===== src/rtl/rv32i_lsu_pkg.sv =====
// Shared types and encodings for the RV32I load/store unit.
// Holds the FSM state enum, the access-size encoding and the byte-enable patterns.
package rv32i_lsu_pkg;

  typedef enum logic [1:0] {
    IDLE,
    REQ,
    WAIT
  } state_t;

  typedef enum logic [1:0] {
    BYTE,
    HALF,
    WORD
  } size_t;

  localparam logic [3:0] BE_BYTE    = 4'b0001;
  localparam logic [3:0] BE_HALF_LO = 4'b0011;
  localparam logic [3:0] BE_HALF_HI = 4'b1100;
  localparam logic [3:0] BE_WORD    = 4'b1111;

  // ls_b wins when both size strobes are set
  function automatic size_t decode_size(input logic b, input logic h);
    if (b)      return BYTE;
    else if (h) return HALF;
    else        return WORD;
  endfunction

  function automatic logic [3:0] byte_enable(input size_t size, input logic [1:0] lo);
    case (size)
      BYTE:    return BE_BYTE << lo;
      HALF:    return lo[1] ? BE_HALF_HI : BE_HALF_LO;
      default: return BE_WORD;
    endcase
  endfunction

  function automatic logic is_misaligned(input size_t size, input logic [1:0] lo);
    case (size)
      HALF:    return lo[0];
      WORD:    return lo != 2'b00;
      default: return 1'b0;
    endcase
  endfunction

  function automatic logic [31:0] store_lanes(input size_t size, input logic [31:0] wd);
    case (size)
      BYTE:    return {4{wd[7:0]}};
      HALF:    return {2{wd[15:0]}};
      default: return wd;
    endcase
  endfunction

endpackage


===== src/rtl/load_store_unit_if.sv =====
// Memory-bus connection of the load/store unit.
// master = the load/store unit, slave = the memory or interconnect.
interface load_store_unit_if;
  logic        bus_req;
  logic        bus_we;
  logic [31:0] bus_addr;
  logic [3:0]  bus_be;
  logic [31:0] bus_wdata;
  logic        bus_gnt;
  logic        bus_rvalid;
  logic [31:0] bus_rdata;

  modport master (
    output bus_req, bus_we, bus_addr, bus_be, bus_wdata,
    input  bus_gnt, bus_rvalid, bus_rdata
  );

  modport slave (
    input  bus_req, bus_we, bus_addr, bus_be, bus_wdata,
    output bus_gnt, bus_rvalid, bus_rdata
  );
endinterface


===== src/rtl/load_store_unit_load_align.sv =====
// Combinational load-data lane extraction and sign/zero extension.
// Byte and halfword lanes are selected by the low address bits of the access.
module lsu_load_align
  import rv32i_lsu_pkg::*;
(
  input  size_t       size,
  input  logic [1:0]  addr_lo,
  input  logic        signext,
  input  logic [31:0] rdata,
  output logic [31:0] data
);

  logic [7:0]  lane_b;
  logic [15:0] lane_h;

  always_comb begin
    lane_b = rdata[{addr_lo, 3'b000} +: 8];
    lane_h = rdata[{addr_lo[1], 4'b0000} +: 16];
    case (size)
      BYTE:    data = {{24{signext & lane_b[7]}}, lane_b};
      HALF:    data = {{16{signext & lane_h[15]}}, lane_h};
      default: data = rdata;
    endcase
  end

endmodule


===== src/rtl/load_store_unit.sv =====
// Single-outstanding load/store unit between the core and a gnt/rvalid memory bus.
// Misaligned requests are rejected in IDLE with a one-cycle misalign_err pulse.
module load_store_unit
  import rv32i_lsu_pkg::*;
(
  input  logic        clk,
  input  logic        resetn,
  input  logic        req_valid,
  output logic        req_ready,
  input  logic        mem_write,
  input  logic        ls_b,
  input  logic        ls_h,
  input  logic        load_signext,
  input  logic [31:0] addr,
  input  logic [31:0] wdata,
  output logic        done,
  output logic [31:0] load_data,
  output logic        misalign_err,
  load_store_unit_if.master bus
);

  state_t      state, next_state;
  size_t       req_size;
  logic        req_misaligned;
  logic        accept;
  logic        finish;

  size_t       size_q;
  logic        signext_q;
  logic [1:0]  lo_q;
  logic        we_q;
  logic [31:0] addr_q;
  logic [31:0] wdata_q;
  logic [3:0]  be_q;
  logic [31:0] aligned_data;

  assign req_size       = decode_size(ls_b, ls_h);
  assign req_misaligned = is_misaligned(req_size, addr[1:0]);

  assign bus.bus_we    = we_q;
  assign bus.bus_addr  = addr_q;
  assign bus.bus_wdata = wdata_q;

  always_ff @(posedge clk or negedge resetn) begin
    if (!resetn) state <= IDLE;
    else         state <= next_state;
  end

  // bus_rvalid is only looked at in WAIT, so stray read data after a reset is dropped
  always_comb begin
    next_state  = state;
    req_ready   = 1'b0;
    accept      = 1'b0;
    finish      = 1'b0;
    bus.bus_req = 1'b0;
    bus.bus_be  = 4'b0000;
    case (state)
      IDLE: begin
        req_ready = 1'b1;
        if (req_valid) begin
          accept = 1'b1;
          if (!req_misaligned) next_state = REQ;
        end
      end
      REQ: begin
        bus.bus_req = 1'b1;
        bus.bus_be  = be_q;
        if (bus.bus_gnt) begin
          next_state = we_q ? IDLE : WAIT;
          finish     = we_q;
        end
      end
      WAIT: begin
        if (bus.bus_rvalid) begin
          next_state = IDLE;
          finish     = 1'b1;
        end
      end
      default: next_state = IDLE;
    endcase
  end

  lsu_load_align u_load_align (
    .size    (size_q),
    .addr_lo (lo_q),
    .signext (signext_q),
    .rdata   (bus.bus_rdata),
    .data    (aligned_data)
  );

  always_ff @(posedge clk or negedge resetn) begin
    if (!resetn) begin
      done         <= 1'b0;
      misalign_err <= 1'b0;
      load_data    <= '0;
      size_q       <= BYTE;
      signext_q    <= 1'b0;
      lo_q         <= 2'b00;
      we_q         <= 1'b0;
      addr_q       <= '0;
      wdata_q      <= '0;
      be_q         <= 4'b0000;
    end else begin
      done         <= finish;
      misalign_err <= accept && req_misaligned;
      if (accept) begin
        size_q    <= req_size;
        signext_q <= load_signext;
        lo_q      <= addr[1:0];
        we_q      <= mem_write;
        addr_q    <= {addr[31:2], 2'b00};
        wdata_q   <= store_lanes(req_size, wdata);
        be_q      <= byte_enable(req_size, addr[1:0]);
      end
      if (state == WAIT && bus.bus_rvalid) load_data <= aligned_data;
    end
  end

endmodule


===== src/flat_wrapper.sv =====
// flat-port wrapper written by rule: the top's interface ports become plain ports
module load_store_unit_flat import rv32i_lsu_pkg::*;
  (clk, resetn, req_valid, req_ready, mem_write, ls_b, ls_h, load_signext, addr, wdata, done, load_data, misalign_err, bus_bus_req, bus_bus_we, bus_bus_addr, bus_bus_be, bus_bus_wdata, bus_bus_gnt, bus_bus_rvalid, bus_bus_rdata);
  load_store_unit_if bus_i ();
  input  logic clk;
  input  logic resetn;
  input  logic req_valid;
  output logic req_ready;
  input  logic mem_write;
  input  logic ls_b;
  input  logic ls_h;
  input  logic load_signext;
  input  logic [31:0] addr;
  input  logic [31:0] wdata;
  output logic done;
  output logic [31:0] load_data;
  output logic misalign_err;
  output wire logic [$bits(bus_i.bus_req)-1:0] bus_bus_req;
  output wire logic [$bits(bus_i.bus_we)-1:0] bus_bus_we;
  output wire logic [$bits(bus_i.bus_addr)-1:0] bus_bus_addr;
  output wire logic [$bits(bus_i.bus_be)-1:0] bus_bus_be;
  output wire logic [$bits(bus_i.bus_wdata)-1:0] bus_bus_wdata;
  input wire logic [$bits(bus_i.bus_gnt)-1:0] bus_bus_gnt;
  input wire logic [$bits(bus_i.bus_rvalid)-1:0] bus_bus_rvalid;
  input wire logic [$bits(bus_i.bus_rdata)-1:0] bus_bus_rdata;
  assign bus_bus_req = bus_i.bus_req;
  assign bus_bus_we = bus_i.bus_we;
  assign bus_bus_addr = bus_i.bus_addr;
  assign bus_bus_be = bus_i.bus_be;
  assign bus_bus_wdata = bus_i.bus_wdata;
  assign bus_i.bus_gnt = bus_bus_gnt;
  assign bus_i.bus_rvalid = bus_bus_rvalid;
  assign bus_i.bus_rdata = bus_bus_rdata;
  load_store_unit u_core (.clk(clk), .resetn(resetn), .req_valid(req_valid), .req_ready(req_ready), .mem_write(mem_write), .ls_b(ls_b), .ls_h(ls_h), .load_signext(load_signext), .addr(addr), .wdata(wdata), .done(done), .load_data(load_data), .misalign_err(misalign_err), .bus(bus_i));
endmodule

===== config.mk =====
export PLATFORM = sky130hd
export DESIGN_NAME = load_store_unit_flat
export DESIGN_NICKNAME = d
export VERILOG_FILES = /design/src/rtl/rv32i_lsu_pkg.sv /design/src/rtl/load_store_unit_if.sv /design/src/rtl/load_store_unit_load_align.sv /design/src/rtl/load_store_unit.sv /design/src/flat_wrapper.sv
export SDC_FILE = /design/constraint.sdc
export NUM_CORES = 1
export LEC_CHECK = 0
export ABC_CLOCK_PERIOD_IN_PS = 2300
export CORE_MARGIN = 8
export CORE_UTILIZATION = 63
export DETAILED_ROUTE_END_ITERATION = 10
export DONT_BUFFER_PORTS = 1
export PLACE_DENSITY = 0.79
export SLEW_MARGIN = 20
export SYNTH_ARGS = -nofsm -noshare
export SYNTH_HDL_FRONTEND = slang
export SYNTH_SLANG_ARGS = --single-unit

===== constraint.sdc =====
create_clock -name clk -period 2.3 [get_ports clk]
set_input_delay 0.23 -clock clk [delete_from_list [all_inputs] [get_ports clk]]
set_output_delay 0.23 -clock clk [all_outputs]
set_load 0.03 [all_outputs]

* Yosys cells after proc, flatten, opt, wreduce, memory -nomap -nowiden *
Index checks and enable logic that the tools add are counted.

cells by class
  shift-type cells = 3
  multiply operators = 0
  divide/modulo/power cells = 0
  order comparisons = 0
  $add $sub $neg = 0
  muxes and demuxes = 21
  bitwise logic cells = 2
  equality and inequality tests = 9
  reductions and logical operators = 7

operators by type and width
  cell                   number
  $pmux W32 S2           2
  $shiftx A32 B6 Y16     1
  $shiftx A32 B6 Y8      1
  $mux W2                7
  $mux W4                2
  $ne A2 B2 Y1 const B   4
  $pmux W4 S2            1
  $eq A2 B1 Y1 const B   3
  $logic_not A2 Y1       3
  $mux W1                6
  $pmux W2 S3            1
  $eq A2 B2 Y1 const B   2
  $pmux W1 S2            2
  $reduce_and A4 Y1      1
  $shl A1 B2 Y4 const A  1
  $and A1 B1 Y1          2
  $logic_and A1 B1 Y1    2
  $reduce_bool A2 Y1     1

storage, ports and cells
  output and inout port bits = 105
  bits in read-only memories = 0
  bits in writable memories = 0
  register bits after elaboration = 108
  memories = 0
  latch bits = 0
  word-level logic and storage cells = 53

* Depth between registers and ports, before layout *
Gate-level depths: netlist (run 1).

  depth after elaboration = 7
  gate-level depth with buffers = 8
  mapped depth without buffers = 6

* Hierarchy *
Synthesis (run 1) repeated with hierarchy kept, for this count alone.

second synthesis, totals
  cell total of the unflattened synthesis = 457
  area total of the unflattened synthesis = 5402.7 µm²

modules (own cells, without submodules)
  module           area an instance (µm²)  times used  cells each  seq. area each (µm²)
  load_store_unit  4678.2                  1           340         2702.6
  lsu_load_align   724.4                   1           117         0.0

* Worst setup path after synthesis (run 1) *
No wires, ideal clock.

  path type = reg2reg
  start = register u_core.state[0]
  end = register u_core.addr_q[11] (netlist: u_core.bus.bus_addr[11])
  cell stages (with the launch flop) = 7
  required time = 2.175 ns
  slack = 0.399 ns
  buffers on the path = 2
  data arrival time = 1.776 ns
  clock period less this slack = 1.901 ns
  cell sequence = dfrtp_1 > inv_1 > ha_1 > nand2_1 > clkbuf_1 > buf_2 > mux2_2

on the way
  longest elaborated chain between the ends = 2

ends and longest elaborated chain
  item                      line                    RTL
  start: declaration        load_store_unit.sv:22   state_t state, next_state;
  start signal: assignment  load_store_unit.sv:46   else state <= next_state;
  $logic_not A2 Y1          load_store_unit.sv:57   case (state)
  $mux W1                   load_store_unit.sv:57
  end signal: assignment    load_store_unit.sv:111  addr_q <= {addr[31:2], 2'b00};
  end: declaration          load_store_unit.sv:32   logic [31:0] addr_q;

No other way between the ends.
A chain may end at the register's enable or synchronous reset.

* Worst setup path after layout (run 1) *
  start = register u_core.state[1]
  end = output port bus_bus_be[3]

on the way
  longest elaborated chain between the ends = 2

ends and longest elaborated chain
  item              line                   RTL
  $eq A2 B1 Y1      load_store_unit.sv:57
  $mux W4           load_store_unit.sv:57
  end: declaration  flat_wrapper.sv:21     output wire logic [$bits(bus_i.bus_be)-1:0] bus_bus_be;

No other way between the ends.

==> results.md, run 1 <==
* Outcome: finished with violations
* Failing checks: negative hold slack
* First drt pass iteration count at 4
* Tcrit/Tclk final at 0.888
* Worst reg-to-reg path cell count at 4
* Max-cap violations at 0
* Drt via density at 6.16
* Post-synthesis register bit count at 108
* Post-route ant nets at 0
* Dpl hpwl at 10.1 mm
* Top FF cell, synth: dfrtp_1
* Setup TNS at 0 ns
* Worst skew pair latency at 0.36 ns
* Global-route wire length before repair at 22.0 mm
* CP required at 2.07 ns
* CP endpoint kind: output port
* Register area share after synthesis at 0.535
* Fraction of layout cells with a size suffix above 1 at 0.164
* Sequential Power Share at 0.592
* Max_slew headroom at 0.537
* Number of DRC markers in iteration 0 at 161
* DR vias at 3746
* CTS tree: yes
* Worst min-delay path category: input pin to asynchronous set/reset pin
* Final hold vios at 108
* Final setup violation count at 0
* Clk buf depth at 2
* Total CTS buffers at 9
* Worst-Margin Slew at 0.690 ns
* Pin count of the biggest net entering global routing at 109
* Max-slew violation count at 0
* Number of global-route vias before repair at 4008
* P per Cell Area at 1550 nW/um^2
* Post-CTS Setup Inserts at 0
* PortBufs at 0
* Post-Syn Area at 5050 um^2
* Logic pwr share at 0.278
* Die height at 106 um
* Gpl congestion at 0.814
* Worst setup path class: register to output port
* Initial Util at 0.650
* Nets at 609
* Die area at 11100 um^2
* Post-CTS Resized at 0
* Hold WS at -0.457 ns
* Layout fillers at 541
* I/O pin total at 210
* GRT Total Usage at 0.250
* Clock Skews at 0.0122 ns
* Htree depth at 3
* Cell count after synthesis at 468
* Synth Area per Inst at 10.8 um^2
* Syn. warnings at 0
* Crit path DAT at 1.81 ns
* P&R area growth vs syn at 14.5%
* Leak at 2.49 nW
* Critical path peak fanout at 8
* Peak VDD IR at 882 uV
* ANT cells at 0
* Row cnt at 32
* DRC at 0
* Routed WL at 13.9 mm
* WL per Instance at 22.9 um
* Reg clk slew, reported paths at 0.11 ns
* FF-to-FF setup slack at 0.53 ns
* Internal at 0.00452 W
* Reg2reg start: u_core.size_q[0]
* CP Launch Type: register
* Initial antenna violation count at 0
* Clock sinks at 108
* Grt total ovfl at 0
* Placeable Area at 7770 um^2
* Fin util at 0.745
* Net Sw Frac at 0.497
* Switching power at 0.00446 W
* Max Clk Rate at 489 MHz
* Library cells used by synthesis at 36
* Chip width at 106 um
* Period minus WS final at 2.04 ns
* Reg2Reg Capture Point: u_core.load_data[2]
* CTS root buf: clkbuf_8
* EDFF count, synth at 0
* RSZ-0062 raised after global routing: no
* Clock share of power at 0.130
* Async set-reset flop share out of synthesis at 1.00
==> sequential cells by signal (all words and copies together), names as in the netlist <==
signal,cells
u_core.bus.bus_addr,30
u_core.be_q,4
u_core.lo_q,2
u_core.done,1
u_core.load_data,32
u_core.size_q,2
u_core.bus.bus_wdata,32
u_core.signext_q,1
u_core.bus.bus_we,1
u_core.state,2
u_core.misalign_err,1
==> power groups by stage <==
stage               clock (W)  combinational [W]  sequential (W)
CTS                   0.00119            0.00249         0.00534
global route          0.00125            0.00278         0.00545
detailed placement          0            0.00244         0.00536
global placement            0            0.00228         0.00533
floorplan                   0            0.00201         0.00504
finish                0.00117            0.00250         0.00531
==> synth_stat cells, types with 2 or more instances <==
library cell / instances / area share
a211oi_1: 6 / 0.0089
o21ai_0: 43 / 0.043
a31oi_1: 10 / 0.012
o22ai_1: 11 / 0.014
clkbuf_1: 18 / 0.013
nand2_1: 50 / 0.037
a22oi_1: 14 / 0.021
buf_2: 10 / 0.0099
a32oi_1: 7 / 0.012
nor3_1: 2 / 0.0020
and2_1: 13 / 0.016
mux2_2: 50 / 0.11
inv_1: 9 / 0.0067
buf_4: 2 / 0.0030
a21oi_1: 25 / 0.025
a211oi_2: 2 / 0.0050
a22o_1: 7 / 0.012
nor2b_1: 4 / 0.0050
dfrtp_1: 108 / 0.54
nor2_1: 28 / 0.021
ha_1: 3 / 0.0074
buf_1: 4 / 0.0030
nand2b_1: 3 / 0.0037
nand3_1: 2 / 0.0020
mux2i_1: 26 / 0.052
==> cells in the final DEF, fill, tap and decap left out, types with 4 or more instances in the layout <==
cell,count
nor2b_1,4
dlygate4sd3_1,44
inv_1,9
a31oi_1,10
and2_1,13
a21oi_1,25
buf_4,10
clkbuf_8,9
o22ai_1,11
dfrtp_1,108
mux2_2,50
nand2_1,49
a22oi_1,14
mux2i_1,26
a22o_1,7
nor2_1,28
a211oi_1,6
a32oi_1,7
o21ai_0,43
==> worst max-delay path: stages (launching register included) <==
cell and delay [ns]:
dfrtp_1 0.40, inv_1 0.11, ha_1 0.50, and2_1 0.44
==> per-stage QoR <==
step           setup slack [ns]  power (W)  area (um^2)  hold WS (ns)  instances
2_1_floorplan             0.399    0.00704         5050       -0.0656        469
3_3_place_gp              0.622    0.00761         5150       -0.0625        548
3_5_place_dp              0.557    0.00780         5150       -0.0627        548
4_1_cts                   0.241    0.00902         5760        -0.471        606
5_1_grt                   0.187    0.00948         5780        -0.474        608
6_report                  0.257    0.00898         5780        -0.457        608
==> routing by layer <==
metal	vias to the layer above	track usage	wire [um]
li1	1726	-	-
met1	1818	0.271	4970
met2	174	0.416	6890
met3	28	0.101	1650
met4	0	0.122	395
met5	-	0	0
==> layout make-up <==
type,count,area [um^2],area share
timing repair buffer,56,556,0.0960
inverter,9,33.8,0.00584
clock inverter,7,73.8,0.0128
tap,102,128,0.0221
clock buffer,9,124,0.0214
multi-input combinational,317,2170,0.375
sequential,108,2700,0.467
==> how the worst max path moves through the flow <==
| stage | startpoint | end | slack [ns] | cells past startpoint |
|---|---|---|---|---|
| after floorplan | u_core.state[0] | u_core.bus.bus_addr[11] | 0.40 | 6 |
| after global placement | u_core.state[0] | u_core.bus.bus_addr[10] | 0.62 | 5 |
| after detailed placement | u_core.size_q[0] | u_core.load_data[6] | 0.56 | 4 |
| after CTS | u_core.state[1] | bus_bus_be[3] | 0.24 | 3 |
| after global routing | u_core.state[1] | bus_bus_be[3] | 0.19 | 3 |
| final | u_core.state[1] | bus_bus_be[3] | 0.26 | 3 |
==> repair_timing <==
| item | in CTS | in global routing |
|---|---|---|
| endpoints found under the hold margin | 151 | 110 |
| hold buffers | 42 | 2 |
| endpoints found under the setup margin | 0 | 0 |
==> logic make-up (layout without fill, tap and decap cells) <==
logic type,Yosys count,count (layout),synth area share
buffers and inverters,44,81,0.0381
adder cells (fa/ha/maj),3,3,0.00743
AND/OR/NAND/NOR,106,106,0.0934
AO/OA/AOI/OAI,129,129,0.158
flip-flops,108,108,0.535
multiplexers,77,77,0.167
other,1,2,0.000742
(Power assumes the default switching activity.)
==> run 2: changes to the inputs <==
--- a/config.mk
+++ b/config.mk
@@ -10,6 +10,7 @@
 export CORE_UTILIZATION = 63
 export DETAILED_ROUTE_END_ITERATION = 10
 export DONT_BUFFER_PORTS = 1
+export MAX_ROUTING_LAYER = met4
 export PLACE_DENSITY = 0.79
 export SLEW_MARGIN = 20
 export SYNTH_ARGS = -nofsm -noshare
==> run 2 against run 1 <==
Clock skew decreased by 0.0036 ns. Power is 0.11% lower. Largest power group unchanged. First-iteration DRC count up 16%. The run still ends with negative hold slack left. Largest cell class unchanged. Sequential power about the same. Global-route usage increased by 0.77 points.
==> results.md, run 2 (synthesis gave the netlist of run 1 again) <==
* Layout fillers at 541 (unchanged)
* Pin count of the biggest net entering global routing at 109 (unchanged)
* Worst skew pair latency at 0.36 ns (about the same)
* Clk buf depth at 2 (unchanged)
* Max_slew headroom at 0.544 (+0.00727)
* Total CTS buffers at 9 (unchanged)
* P&R area growth vs syn at 14.5% (unchanged)
* Post-CTS Setup Inserts at 0 (unchanged)
* Clock Skews at 0.00860 ns (-0.00365 ns)
* Die height at 106 um (unchanged)
* Clock share of power at 0.129 (about the same)
* Max-cap violations at 0 (unchanged)
* Worst min-delay path category: input pin to asynchronous set/reset pin
* Final setup violation count at 0 (unchanged)
* DP Worst Slack at 0.557 ns (unchanged)
* Grt total ovfl at 0 (unchanged)
* Leak at 2.49 nW (unchanged)
* Tcrit/Tclk final at 0.890 (+0.00220)
* Crit path DAT at 1.82 ns (about the same)
* Outcome: finished with violations
* Fraction of layout cells with a size suffix above 1 at 0.164 (unchanged)
* Row cnt at 32 (unchanged)
* WL per Instance at 22.9 um (unchanged)
* CP Launch Type: register
* CP endpoint kind: output port
* Nets at 609 (unchanged)
* Setup WS post-layout at 0.252 ns (-0.00506 ns)
* Setup TNS at 0 ns (unchanged)
* ANT cells at 0 (unchanged)
* Initial Util at 0.650 (unchanged)
* Gpl congestion at 0.826 (+1.5%)
* Number of DRC markers in iteration 0 at 187 (+16%)
* Placed Cells incl. Taps at 548 (unchanged)
* Clock sinks at 108 (unchanged)
* Switching power at 0.00445 W (-0.23%)
* CP required at 2.07 ns (about the same)
* Hold WS at -0.452 ns (+0.00558 ns)
* Die area at 11100 um^2 (unchanged)
* Logic pwr share at 0.278 (about the same)
* Chip width at 106 um (unchanged)
* Number of global-route vias before repair at 4023 (+0.37%)
* DR vias at 3741 (-0.13%)
* Drt via density at 6.15 (-0.13%)
* P per Cell Area at 1550 nW/um^2 (-0.11%)
* Internal at 0.00452 W (about the same)
* Reg clk slew, reported paths at 0.10 ns (about the same)
* Post-route ant nets at 0 (unchanged)
* Sequential Power Share at 0.593 (about the same)
* Max Clk Rate at 488 MHz (-0.25%)
* PortBufs at 0 (unchanged)
* Placeable Area at 7770 um^2 (unchanged)
* RSZ-0062 raised after global routing: no
* CTS root buf: clkbuf_8
* GRT Total Usage at 0.257 (+0.00766)
* Max-slew violation count at 0 (unchanged)
* CTS tree: yes
* Failing checks: negative hold slack
* Htree depth at 3 (unchanged)
* Peak VDD IR at 882 uV (about the same)
* Period minus WS final at 2.05 ns (+0.00506 ns)
* Post-Layout Cell Count at 608 (unchanged)
* Routed WL at 13.9 mm (unchanged)
* First drt pass iteration count at 4 (unchanged)
* Most common cell after layout, fill and taps aside: dfrtp_1
* Final hold vios at 108 (unchanged)
* Dpl hpwl at 10.1 mm (unchanged)
* Initial antenna violation count at 0 (unchanged)
* I/O pin total at 210 (unchanged)
* Global-route wire length before repair at 21.9 mm (-0.25%)
* Net Sw Frac at 0.496 (-0.000587)
* DRC at 0 (unchanged)
* Most frequent cells in the layout: dfrtp_1 (108), mux2_2 (50), nand2_1 (49)
* Critical path peak fanout at 8 (unchanged)
* Worst setup path class: register to output port
* Worst-Margin Slew at 0.679 ns (-0.0108 ns)
==> run 2: cell counts in the layout (fill, tap and decap cells not counted) <==
No cell type changed its count.
==> run 2: power by group through the flow <==
stage	logic (W)	clock network [W]	registers [W]
final	0.00249	0.00116	0.00531
after global routing	0.00278	0.00125	0.00545
after CTS	0.00249	0.00119	0.00534
after detailed placement	0.00244	0	0.00536
after global placement	0.00228	0	0.00533
after floorplan	0.00201	0	0.00504
==> run 2: what timing repair did <==
action | CTS | global route
endpoints found under the hold margin | 151 | 110
resized for setup | 0 | 0
hold buffers | 42 | 2
==> run 2: per-stage QoR <==
step	hold slack, ns	utilization	area, um^2	total power [W]
finish	-0.452	0.745	5780	0.00897
global route	-0.476	0.745	5780	0.00948
CTS	-0.471	0.742	5760	0.00902
detailed placement	-0.0627	0.663	5150	0.00780
global placement	-0.0625	0.663	5150	0.00761
floorplan	-0.0656	-	5050	0.00704
==> run 2: worst paths after layout <==
check	cells after the start	from	slack, ns	to
max in group asynchronous	0	resetn	2.58	u_core.load_data[7]
hold / removal	0	resetn	-0.45	u_core.load_data[27]
setup reg to reg	4	u_core.size_q[0]	0.53	u_core.load_data[2]
hold reg to reg	2	u_core.be_q[0]	0.50	u_core.be_q[0]
min in group clk	2	bus_bus_rdata[20]	0.01	u_core.load_data[20]
setup / recovery	3	u_core.state[1]	0.25	bus_bus_be[3]
==> run 2: routing by layer <==
| layer | up-vias | GRT usage | wire (um) | part of all wire |
|---|---|---|---|---|
| li1 | 1726 | - | - | - |
| met1 | 1808 | 0.285 | 5020 | 0.36 |
| met2 | 177 | 0.414 | 6940 | 0.50 |
| met3 | 30 | 0.0840 | 1530 | 0.11 |
| met4 | 0 | 0.122 | 401 | 0.029 |
| met5 | - | - | 0 | 0 |
==> run 2: final cells by class <==
cell class | instances | area [um^2] | share of cell area
tap | 102 | 128 | 0.0221
sequential | 108 | 2700 | 0.467
timing repair buffer | 56 | 556 | 0.0960
clock inverter | 7 | 73.8 | 0.0128
clock buffer | 9 | 124 | 0.0214
inverter | 9 | 33.8 | 0.00584
multi-input combinational | 317 | 2170 | 0.375
==> run 2: critical path, cell delays in order, from the launching register on <==
cell     delay [ns]
dfrtp_1        0.40
inv_1          0.11
ha_1           0.50
and2_1         0.44
==> run 3: changes to the inputs <==
--- a/config.mk
+++ b/config.mk
@@ -5,13 +5,14 @@
 export SDC_FILE = /design/constraint.sdc
 export NUM_CORES = 1
 export LEC_CHECK = 0
-export ABC_CLOCK_PERIOD_IN_PS = 2300
+export ABC_CLOCK_PERIOD_IN_PS = 2550
 export CORE_MARGIN = 8
-export CORE_UTILIZATION = 63
+export CORE_UTILIZATION = 65
 export DETAILED_ROUTE_END_ITERATION = 10
 export DONT_BUFFER_PORTS = 1
 export MAX_ROUTING_LAYER = met4
-export PLACE_DENSITY = 0.79
+export PLACE_DENSITY = 0.81
+export RECOVER_POWER = 100
 export SLEW_MARGIN = 20
 export SYNTH_ARGS = -nofsm -noshare
 export SYNTH_HDL_FRONTEND = slang
==> constraint.sdc (replaced) <==
create_clock -name clk -period 2.55 [get_ports clk]
set_input_delay 0.255 -clock clk [delete_from_list [all_inputs] [get_ports clk]]
set_output_delay 0.255 -clock clk [all_outputs]
set_load 0.03 [all_outputs]
==> run 3 against run 2 <==
The run still ends with negative hold slack left. Clock skew up 0.00056 ns. Largest cell class unchanged. Routed wire length down 6.5%. Sequential share of layout area up 4.3 points. Core utilization down 5.3 points. Clock-buffer cell count unchanged. Sequential cell count unchanged. Critical endpoint is now u_core.load_data[0]. Global-route usage down 1.6 points.
==> results.md, run 3 (synthesis gave the netlist of run 1 again) <==
* Most frequent cells in the layout: dfrtp_1 (108), mux2_2 (50), nand2_1 (49)
* Setup WS post-layout at 0.381 ns (+0.129 ns)
* DRC at 0 (unchanged)
* Max-slew violation count at 0 (unchanged)
* Grt total ovfl at 0 (unchanged)
* CP top delay family: simple AND/OR/NAND/NOR gates
* DP Worst Slack at 0.437 ns (-0.120 ns)
* P&R area growth vs syn at 4.78%
* Die area at 10800 um^2 (-2.6%)
* Worst skew pair latency at 0.36 ns (about the same)
* Drt via density at 6.41 (+4.2%)
* Post-route ant nets at 0 (unchanged)
* Buf/Inv on CP at 1 (unchanged)
* Peak VDD IR at 814 uV (-7.7%)
* GRT Total Usage at 0.241 (-0.0158)
* RSZ-0062 raised after global routing: no
* Dpl hpwl at 9.88 mm (-1.8%)
* Outcome: finished with violations
* Clk buf depth at 2 (unchanged)
* Post-Layout Cell Count at 563 (-7.4%)
* CP cell instances: buf_4 > nor3b_1 > nor3_1 > a22oi_1 > o21ai_0
* PortBufs at 0 (unchanged)
* Slowest cell on the critical path: nor3b_1
* Clock sinks at 108 (unchanged)
* Row cnt at 32 (unchanged)
* Max_slew headroom at 0.456 (-0.0879)
* WL per Instance at 23.1 um (+0.92%)
* Final hold vios at 108 (unchanged)
* Total CTS buffers at 9 (unchanged)
* CP endpoint kind: register
* Clock Skews at 0.00915 ns (+0.000555 ns)
* Gpl congestion at 0.899 (+8.8%)
* Worst setup path class: register to register
* Number of global-route vias before repair at 3670 (-8.8%)
* Failing checks: negative hold slack
* Placeable Area at 7650 um^2 (-1.5%)
* Hold-fix buffers, CTS at 1 (-98%)
* Worst min-delay path category: input pin to asynchronous set/reset pin
* CP required at 2.79 ns (+0.72 ns)
* Die height at 104 um (-1.3%)
* Period minus WS final at 2.17 ns
* Htree depth at 3 (unchanged)
* Hold WS at -0.430 ns (+0.0217 ns)
* Max Clk Rate at 461 MHz
* Final setup violation count at 0 (unchanged)
* Routed WL at 13.0 mm (-6.5%)
* Number of DRC markers in iteration 0 at 147 (-21%)
* Pin count of the biggest net entering global routing at 109 (unchanged)
* Max-cap violations at 0 (unchanged)
* Leak at 2.27 nW (-8.6%)
* DR vias at 3611 (-3.5%)
* Crit path DAT at 2.41 ns (+0.59 ns)
* Most common cell after layout, fill and taps aside: dfrtp_1
* Nets at 563 (-7.6%)
* First drt pass iteration count at 5 (+1)
* Global-route wire length before repair at 20.6 mm (-6.3%)
* CP max stage delay at 0.73 ns (+0.23 ns)
* Initial antenna violation count at 1 (+1)
* P per Cell Area at 1490 nW/um^2 (-4.1%)
* Setup TNS at 0 ns (unchanged)
* Tcrit/Tclk final at 0.851
* Chip width at 104 um (-1.3%)
* CTS tree: yes
* Worst-Margin Slew at 0.814 ns (+0.135 ns)
* Placed Cells incl. Taps at 545 (-0.55%)
* I/O pin total at 210 (unchanged)
* Initial Util at 0.661 (+0.0102)
* CTS root buf: clkbuf_8
* CP Launch Type: register
* Fraction of layout cells with a size suffix above 1 at 0.170 (+0.00553)
* Reg clk slew, reported paths at 0.11 ns (about the same)
* Critical path peak fanout at 46 (+38)
-- run 3: what timing repair did --
item / in CTS / in global routing
hold endpoints to repair: 110 / 108
resized for setup: 0 / 0
setup buffers: 0 / 0
-- run 3: layer usage --
metal	track usage	share of wire	vias to the layer above	wire (um)
li1	-	-	1636	-
met1	0.261	0.35	1744	4560
met3	0.0998	0.12	21	1580
met2	0.392	0.51	210	6590
met5	-	0	-	0
met4	0.0858	0.020	0	255
-- run 3: area by class of cell --
cell class                 instances  area [um^2]
tap                              102          128
timing repair buffer              10         87.6
sequential                       108         2700
inverter                           9         33.8
multi-input combinational        317         2150
fill                             578         2350
clock buffer                       9          124
clock inverter                     7         60.1
antenna                            1         2.50
-- run 3: final timing paths --
path	start	endpoint	slack (ns)	cells after the start
setup / recovery	u_core.size_q[1]	u_core.load_data[0]	0.38	5
hold / removal	resetn	u_core.load_data[18]	-0.43	0
setup reg to reg	u_core.size_q[1]	u_core.load_data[0]	0.38	5
hold reg to reg	u_core.be_q[1]	u_core.be_q[1]	0.50	2
max in group asynchronous	resetn	u_core.bus.bus_addr[22]	2.82	0
min in group clk	bus_bus_rdata[29]	u_core.load_data[29]	0.02	2
-- run 3: through the flow --
stage               utilization  power, W  instance area (um^2)
finish                    0.692   0.00787                  5290
global route              0.692   0.00829                  5290
CTS                       0.695   0.00795                  5320
detailed placement        0.670   0.00698                  5120
global placement          0.670   0.00683                  5120
floorplan                     -   0.00635                  5050
-- run 3: report_power, final --
| group | switching, W | internal, W | total, W |
|---|---|---|---|
| Clock | 0.000612 | 0.000372 | 0.000983 |
| Combinational | 0.00111 | 0.000980 | 0.00209 |
| Sequential | 0.00226 | 0.00254 | 0.00479 |
| Total | 0.00398 | 0.00389 | 0.00787 |
-- run 3: worst reg2reg max path, cell delays in order (launching register included) --
cell,delay (ns)
dfrtp_1,0.40
buf_4,0.27
nor3b_1,0.73
nor3_1,0.30
a22oi_1,0.23
o21ai_0,0.12
